[config.mk]
export PLATFORM = sky130hd
export DESIGN_NAME = tick_divider_bank_flat
export DESIGN_NICKNAME = d
export VERILOG_FILES = /design/src/rtl/tick_divider_pkg.sv /design/src/rtl/tick_divider_bank_if.sv /design/src/rtl/tick_divider_ch.sv /design/src/rtl/tick_divider_bank.sv /design/src/flat_wrapper.sv
export SDC_FILE = /design/constraint.sdc
export NUM_CORES = 1
export LEC_CHECK = 0
export BUFFER_PORTS_ARGS = -buffer_cell sky130_fd_sc_hd__buf_2
export CAP_MARGIN = 10
export CORE_MARGIN = 1.5
export CORE_UTILIZATION = 66
export CTS_CLUSTER_SIZE = 16
export DETAILED_ROUTE_END_ITERATION = 10
export MAX_ROUTING_LAYER = met4
export PLACE_DENSITY = 0.85
export SETUP_SLACK_MARGIN = 0.1
export SLEW_MARGIN = 20
export SYNTH_ARGS = -nofsm -noshare
export SYNTH_HDL_FRONTEND = slang
export SYNTH_SLANG_ARGS = --single-unit
[constraint.sdc]
create_clock -name clk_in -period 5.95 [get_ports clk_in]
set_input_delay 1.4875 -clock clk_in [delete_from_list [all_inputs] [get_ports clk_in]]
set_output_delay 1.4875 -clock clk_in [all_outputs]
set_load 0.01 [all_outputs]
[src/rtl/tick_divider_pkg.sv]
// Shared defaults and types for the tick divider bank.
package tick_divider_pkg;
  localparam int CNT_W_DEF        = 28;
  localparam int DEFAULT_HALF_DEF = 10_000_000;
  localparam int NUM_CH_MAX       = 16;

  typedef logic [CNT_W_DEF-1:0] cnt_t;
endpackage

[src/rtl/tick_divider_bank_if.sv]
// Half-period configuration bus: write strobe, channel index and value.
interface tick_divider_bank_if #(
  parameter int CH_W  = 2,
  parameter int CNT_W = tick_divider_pkg::CNT_W_DEF
);
  logic             cfg_we;
  logic [CH_W-1:0]  cfg_ch;
  logic [CNT_W-1:0] cfg_half;

  modport master (output cfg_we, output cfg_ch, output cfg_half);
  modport slave  (input  cfg_we, input  cfg_ch, input  cfg_half);
endinterface

[src/rtl/tick_divider_ch.sv]
// One divider channel: half-period register, counter, toggling output and tick strobe.
// Priority: reset, sync, write, run/hold; all outputs are registered.
module tick_divider_ch
  import tick_divider_pkg::*;
#(
  parameter int CNT_W        = CNT_W_DEF,
  parameter int DEFAULT_HALF = DEFAULT_HALF_DEF
) (
  input  logic             clk_i,
  input  logic             rst_i,
  input  logic             en_i,
  input  logic             sync_i,
  input  logic             we_i,
  input  logic [CNT_W-1:0] half_i,
  output logic             div_clk_o,
  output logic             tick_o
);

  logic [CNT_W-1:0] half_q, half_d;
  logic [CNT_W-1:0] cnt_q, cnt_d;
  logic             div_q, div_d;
  logic             tick_q, tick_d;

  always_comb begin
    half_d = half_q;
    cnt_d  = cnt_q;
    div_d  = div_q;
    tick_d = 1'b0;
    if (sync_i) begin
      cnt_d = '0;
      div_d = 1'b0;
    end else if (we_i) begin
      // A write restarts the count but keeps the output level.
      half_d = half_i;
      cnt_d  = '0;
    end else if (en_i) begin
      if (cnt_q == half_q) begin
        cnt_d  = '0;
        div_d  = ~div_q;
        tick_d = 1'b1;
      end else begin
        cnt_d = cnt_q + 1'b1;
      end
    end
  end

  always_ff @(posedge clk_i) begin
    if (rst_i) begin
      half_q <= CNT_W'(DEFAULT_HALF);
      cnt_q  <= '0;
      div_q  <= 1'b0;
      tick_q <= 1'b0;
    end else begin
      half_q <= half_d;
      cnt_q  <= cnt_d;
      div_q  <= div_d;
      tick_q <= tick_d;
    end
  end

  assign div_clk_o = div_q;
  assign tick_o    = tick_q;

endmodule

[src/rtl/tick_divider_bank.sv]
// Multi-channel programmable divider: write decode, range check and sync fan-out over NUM_CH channels.
// Optional global phase realign via sync_pulse when TICK_DIVIDER_SYNC_EN is defined.
module tick_divider_bank
  import tick_divider_pkg::*;
#(
  parameter int NUM_CH       = 4,
  parameter int CNT_W        = CNT_W_DEF,
  parameter int DEFAULT_HALF = DEFAULT_HALF_DEF,
  parameter int CH_W         = (NUM_CH > 1) ? $clog2(NUM_CH) : 1
) (
  input  logic                clk_in,
  input  logic                rst,
  tick_divider_bank_if.slave  cfg,
  input  logic [NUM_CH-1:0]   ch_en,
  input  logic                sync_pulse,
  output logic [NUM_CH-1:0]   divided_clk,
  output logic [NUM_CH-1:0]   tick
);

  if (NUM_CH < 1 || NUM_CH > NUM_CH_MAX) begin : g_bad_num_ch
    $error("tick_divider_bank: NUM_CH out of range");
  end

  logic cfg_ok;
  logic sync_all;

  assign cfg_ok = cfg.cfg_we && (32'(cfg.cfg_ch) < 32'(NUM_CH));

`ifdef TICK_DIVIDER_SYNC_EN
  assign sync_all = sync_pulse;
`else
  // Port kept for a uniform instantiation; the channels see a constant zero.
  logic unused_sync;
  assign unused_sync = sync_pulse;
  assign sync_all    = 1'b0;
`endif

  for (genvar i = 0; i < NUM_CH; i++) begin : g_ch
    logic we_ch;
    assign we_ch = cfg_ok && (cfg.cfg_ch == CH_W'(i));

    tick_divider_ch #(
      .CNT_W        (CNT_W),
      .DEFAULT_HALF (DEFAULT_HALF)
    ) u_ch (
      .clk_i     (clk_in),
      .rst_i     (rst),
      .en_i      (ch_en[i]),
      .sync_i    (sync_all),
      .we_i      (we_ch),
      .half_i    (cfg.cfg_half),
      .div_clk_o (divided_clk[i]),
      .tick_o    (tick[i])
    );
  end

endmodule

[src/flat_wrapper.sv]
// flat-port wrapper written by rule: the top's interface ports become plain ports
module tick_divider_bank_flat import tick_divider_pkg::*;
#(
  parameter int NUM_CH       = 4,
  parameter int CNT_W        = CNT_W_DEF,
  parameter int DEFAULT_HALF = DEFAULT_HALF_DEF,
  parameter int CH_W         = (NUM_CH > 1) ? $clog2(NUM_CH) : 1
)
  (clk_in, rst, ch_en, sync_pulse, divided_clk, tick, cfg_cfg_we, cfg_cfg_ch, cfg_cfg_half);
  tick_divider_bank_if #(.CH_W(CH_W), .CNT_W(CNT_W)) cfg_i ();
  input  logic clk_in;
  input  logic rst;
  input  logic [NUM_CH-1:0] ch_en;
  input  logic sync_pulse;
  output logic [NUM_CH-1:0] divided_clk;
  output logic [NUM_CH-1:0] tick;
  input wire logic [$bits(cfg_i.cfg_we)-1:0] cfg_cfg_we;
  input wire logic [$bits(cfg_i.cfg_ch)-1:0] cfg_cfg_ch;
  input wire logic [$bits(cfg_i.cfg_half)-1:0] cfg_cfg_half;
  assign cfg_i.cfg_we = cfg_cfg_we;
  assign cfg_i.cfg_ch = cfg_cfg_ch;
  assign cfg_i.cfg_half = cfg_cfg_half;
  tick_divider_bank #(.NUM_CH(NUM_CH), .CNT_W(CNT_W), .DEFAULT_HALF(DEFAULT_HALF), .CH_W(CH_W)) u_core (.clk_in(clk_in), .rst(rst), .cfg(cfg_i), .ch_en(ch_en), .sync_pulse(sync_pulse), .divided_clk(divided_clk), .tick(tick));
endmodule
==> flow_summary.json <==
{
  "switching_share_pct": 23.52,
  "worstHoldPathType": "reg2reg",
  "hold_violations": 0,
  "cts_buffers": 24,
  "drc_errors": 0,
  "synth_common_cells": "nand2_1, dfxtp_1, xor2_1",
  "max-slew-margin-rel_pct": 33.64,
  "r2r_cells": 5,
  "die_h_microns": 129.6,
  "synth_cells": 1242,
  "yosysTopAreaCell": "dfxtp_1",
  "cp-end-kind": "flop",
  "max_freq_mhz": 351.8,
  "diodes": 0,
  "clk_latency_ns": 0.52,
  "yosys.area.top_type_share_pct": 43.92,
  "drt_wl_total_mm": 24.94,
  "clockBufferDepth": 3,
  "ys.flop_type": "dfxtp_1",
  "worst_slew_pin_slew_ns": 0.9877,
  "grt.overflow.total": 0,
  "final.setup.worst_slack_ns": 3.107,
  "grt_max_degree": 72,
  "final_area_sq_um": 11510,
  "clkPwrFrac_pct": 44.1,
  "drive_gt1_share_pct": 9.810,
  "power.internal_mw": 2.458,
  "route.detailed.wl_per_inst_microns": 16.85,
  "path_clk_slew_ns": 0.06,
  "arrival_ns": 3.22,
  "rsz0062_at_grt": "false",
  "period_needed_ns": 2.843,
  "yosys_warnings": 0,
  "ys_seq_elements": 232,
  "async_flop_share_pct": 0,
  "place_congestion": 0.8938,
  "dr.pass1.iters": 5,
  "post_cts_buffers": 0,
  "grt_usage_pct": 30.91,
  "synth_edf_count": 0,
  "synth.avg_cell_area_sq_um": 8.515,
  "cts.sinks": 232,
  "yosysSeqAreaShare_pct": 43.92,
  "pwr-share-seq_pct": 50.3,
  "root_buffer": "clkbuf_16",
  "p_switching_mw": 0.7560,
  "hpwlAfterDp_mm": 16.31,
  "ctsHoldBuffers": 0,
  "max_cap_violations": 0,
  "total_leakage_power_nw": 4.389,
  "path_class": "in2reg",
  "cts_tree": "built",
  "peakVddDrop_uv": 256.8,
  "io_buffers": 44,
  "final-max-slew-violation-count": 0,
  "placed_area_sq_um": 10760,
  "cts_resized": 0,
  "drtIter0Drc": 805,
  "outcome": "finished, final reports clean",
  "nFillCells": 1186,
  "grt_pass1_vias": 7718,
  "synth.area.top_cells": "dfxtp_1, xor2_1, nand2_1, xnor2_1, nor2_1",
  "worstPathMaxFanout": 8,
  "fin_crit_sh_pct": 47.78,
  "std_cell_rows": 46,
  "post-place-ws_ns": 2.540,
  "p_comb_share_pct": 5.6,
  "required_ns": 6.33,
  "die_area_sq_um": 16790,
  "finClkSkew_ns": 0.008518,
  "hold_depth": 2,
  "syn-num-nets": 1284,
  "setup_viol": 0,
  "fin_util_pct": 72.96,
  "yosysMostFrequentCell": "nand2_1",
  "dr_total_vias": 8496,
  "critPathLaunchType": "input pin",
  "grt_first_pass_wirelength_mm": 39.72,
  "core_sq_um": 15770,
  "antenna_found_initial": 0,
  "drtAntennaViolNets": 0,
  "io-pin-count": 46,
  "p_per_area_nw_per_um2": 279.3,
  "setup_tns_ns": 0,
  "syn_area_sq_um": 10580,
  "fin_nets": 1291,
  "die-width_microns": 129.6,
  "via_per_inst": 5.741,
  "area.growth.synth_to_final_pct": 8.802,
  "yosys.cell_types.count": 44,
  "start_util_pct": 67.06,
  "cts_max_level": 1
}
[logic make-up after synthesis]
group / synth area share (%)
DFF: 43.92
muxes: 0.3786
AOI/OAI and AO/OA: 5.230
xor gates and xnor gates: 17.97
buffers and inverters: 3.739
adders and majority gates: 0.4733
and+or+nand+nor: 28.29
[power groups by stage]
stage               Combinational [mW]  Clock [mW]  Sequential [mW]
floorplan                        0.122           0             1.64
global placement                 0.172           0             1.65
detailed placement               0.177           0             1.65
CTS                              0.179        1.42             1.62
global route                     0.200        1.48             1.62
finish                           0.181        1.42             1.62
[placed cells by master (no fill, tap or decap), drive strengths merged]
master	count
and4	8
ha	4
dfxtp	232
a21oi	84
or3	3
nor2	131
buf	49
a31o	1
and2	3
mux2i	4
nand4	57
nor3	14
or4	7
clkinv	3
nor3b	1
or3b	1
nand3	36
o21ba	3
o31ai	1
inv	12
xnor2	89
nand2	264
or2	4
nor4	31
xor2	128
clkbuf	37
nand3b	32
o21ai	6
and3	14
o31a	3
nor2b	2
[registers in the layout, summed over array words and instances, names as in the netlist]
name	cells
u_core.g_ch.u_ch.cnt_q	112
u_core.g_ch.u_ch.half_q	112
u_core.g_ch.u_ch.div_clk_o	4
u_core.g_ch.u_ch.tick_o	4
[path summary, 6_finish.rpt]
| check | slack (ns) | to | start |
|---|---|---|---|
| max | 3.11 | u_core.g_ch[2].u_ch.cnt_q[11] | ch_en[2] |
| min reg2reg | 0.47 | u_core.g_ch[2].u_ch.half_q[0] | u_core.g_ch[2].u_ch.half_q[0] |
| max reg2reg | 3.60 | u_core.g_ch[0].u_ch.cnt_q[1] | u_core.g_ch[0].u_ch.cnt_q[6] |
| min | 0.47 | u_core.g_ch[2].u_ch.half_q[0] | u_core.g_ch[2].u_ch.half_q[0] |
[cell type report]
| type | count | area, sq um | area share, % |
|---|---|---|---|
| Clock buffer | 37 | 700.7 | 6.090 |
| Inverter | 11 | 41.29 | 0.3589 |
| Clock inverter | 4 | 23.77 | 0.2066 |
| Tap cell | 216 | 270.3 | 2.349 |
| Sequential cell | 232 | 4644 | 40.37 |
| Multi-Input combinational cell | 931 | 5565 | 48.37 |
| Timing Repair Buffer | 49 | 260.3 | 2.262 |
[layer usage]
metal / vias to the layer above / global-route usage (%) / routed length (microns)
met5: - / - / 0
met3: 74 / 4.253 / 1420
met2: 249 / 46.81 / 11320
met4: 0 / 13.01 / 1175
met1: 4039 / 41.64 / 11030
li1: 4134 / - / -
[per-stage QoR]
stage	total power, mW	hold WS (ns)	std cells
floorplan	1.764	0.4478	1242
finish	3.214	0.4684	1480
detailed placement	1.826	0.4580	1439
global placement	1.821	0.4536	1439
CTS	3.218	0.4661	1480
global route	3.294	0.4812	1480
[worst max-delay path, stage by stage]
cell and delay [ns]:
buf_2 0.16, nand4_1 0.24, nor3_1 0.83, nand4_1 0.24, xor2_1 0.21, nor2_1 0.05
(Power assumes the default switching activity.)
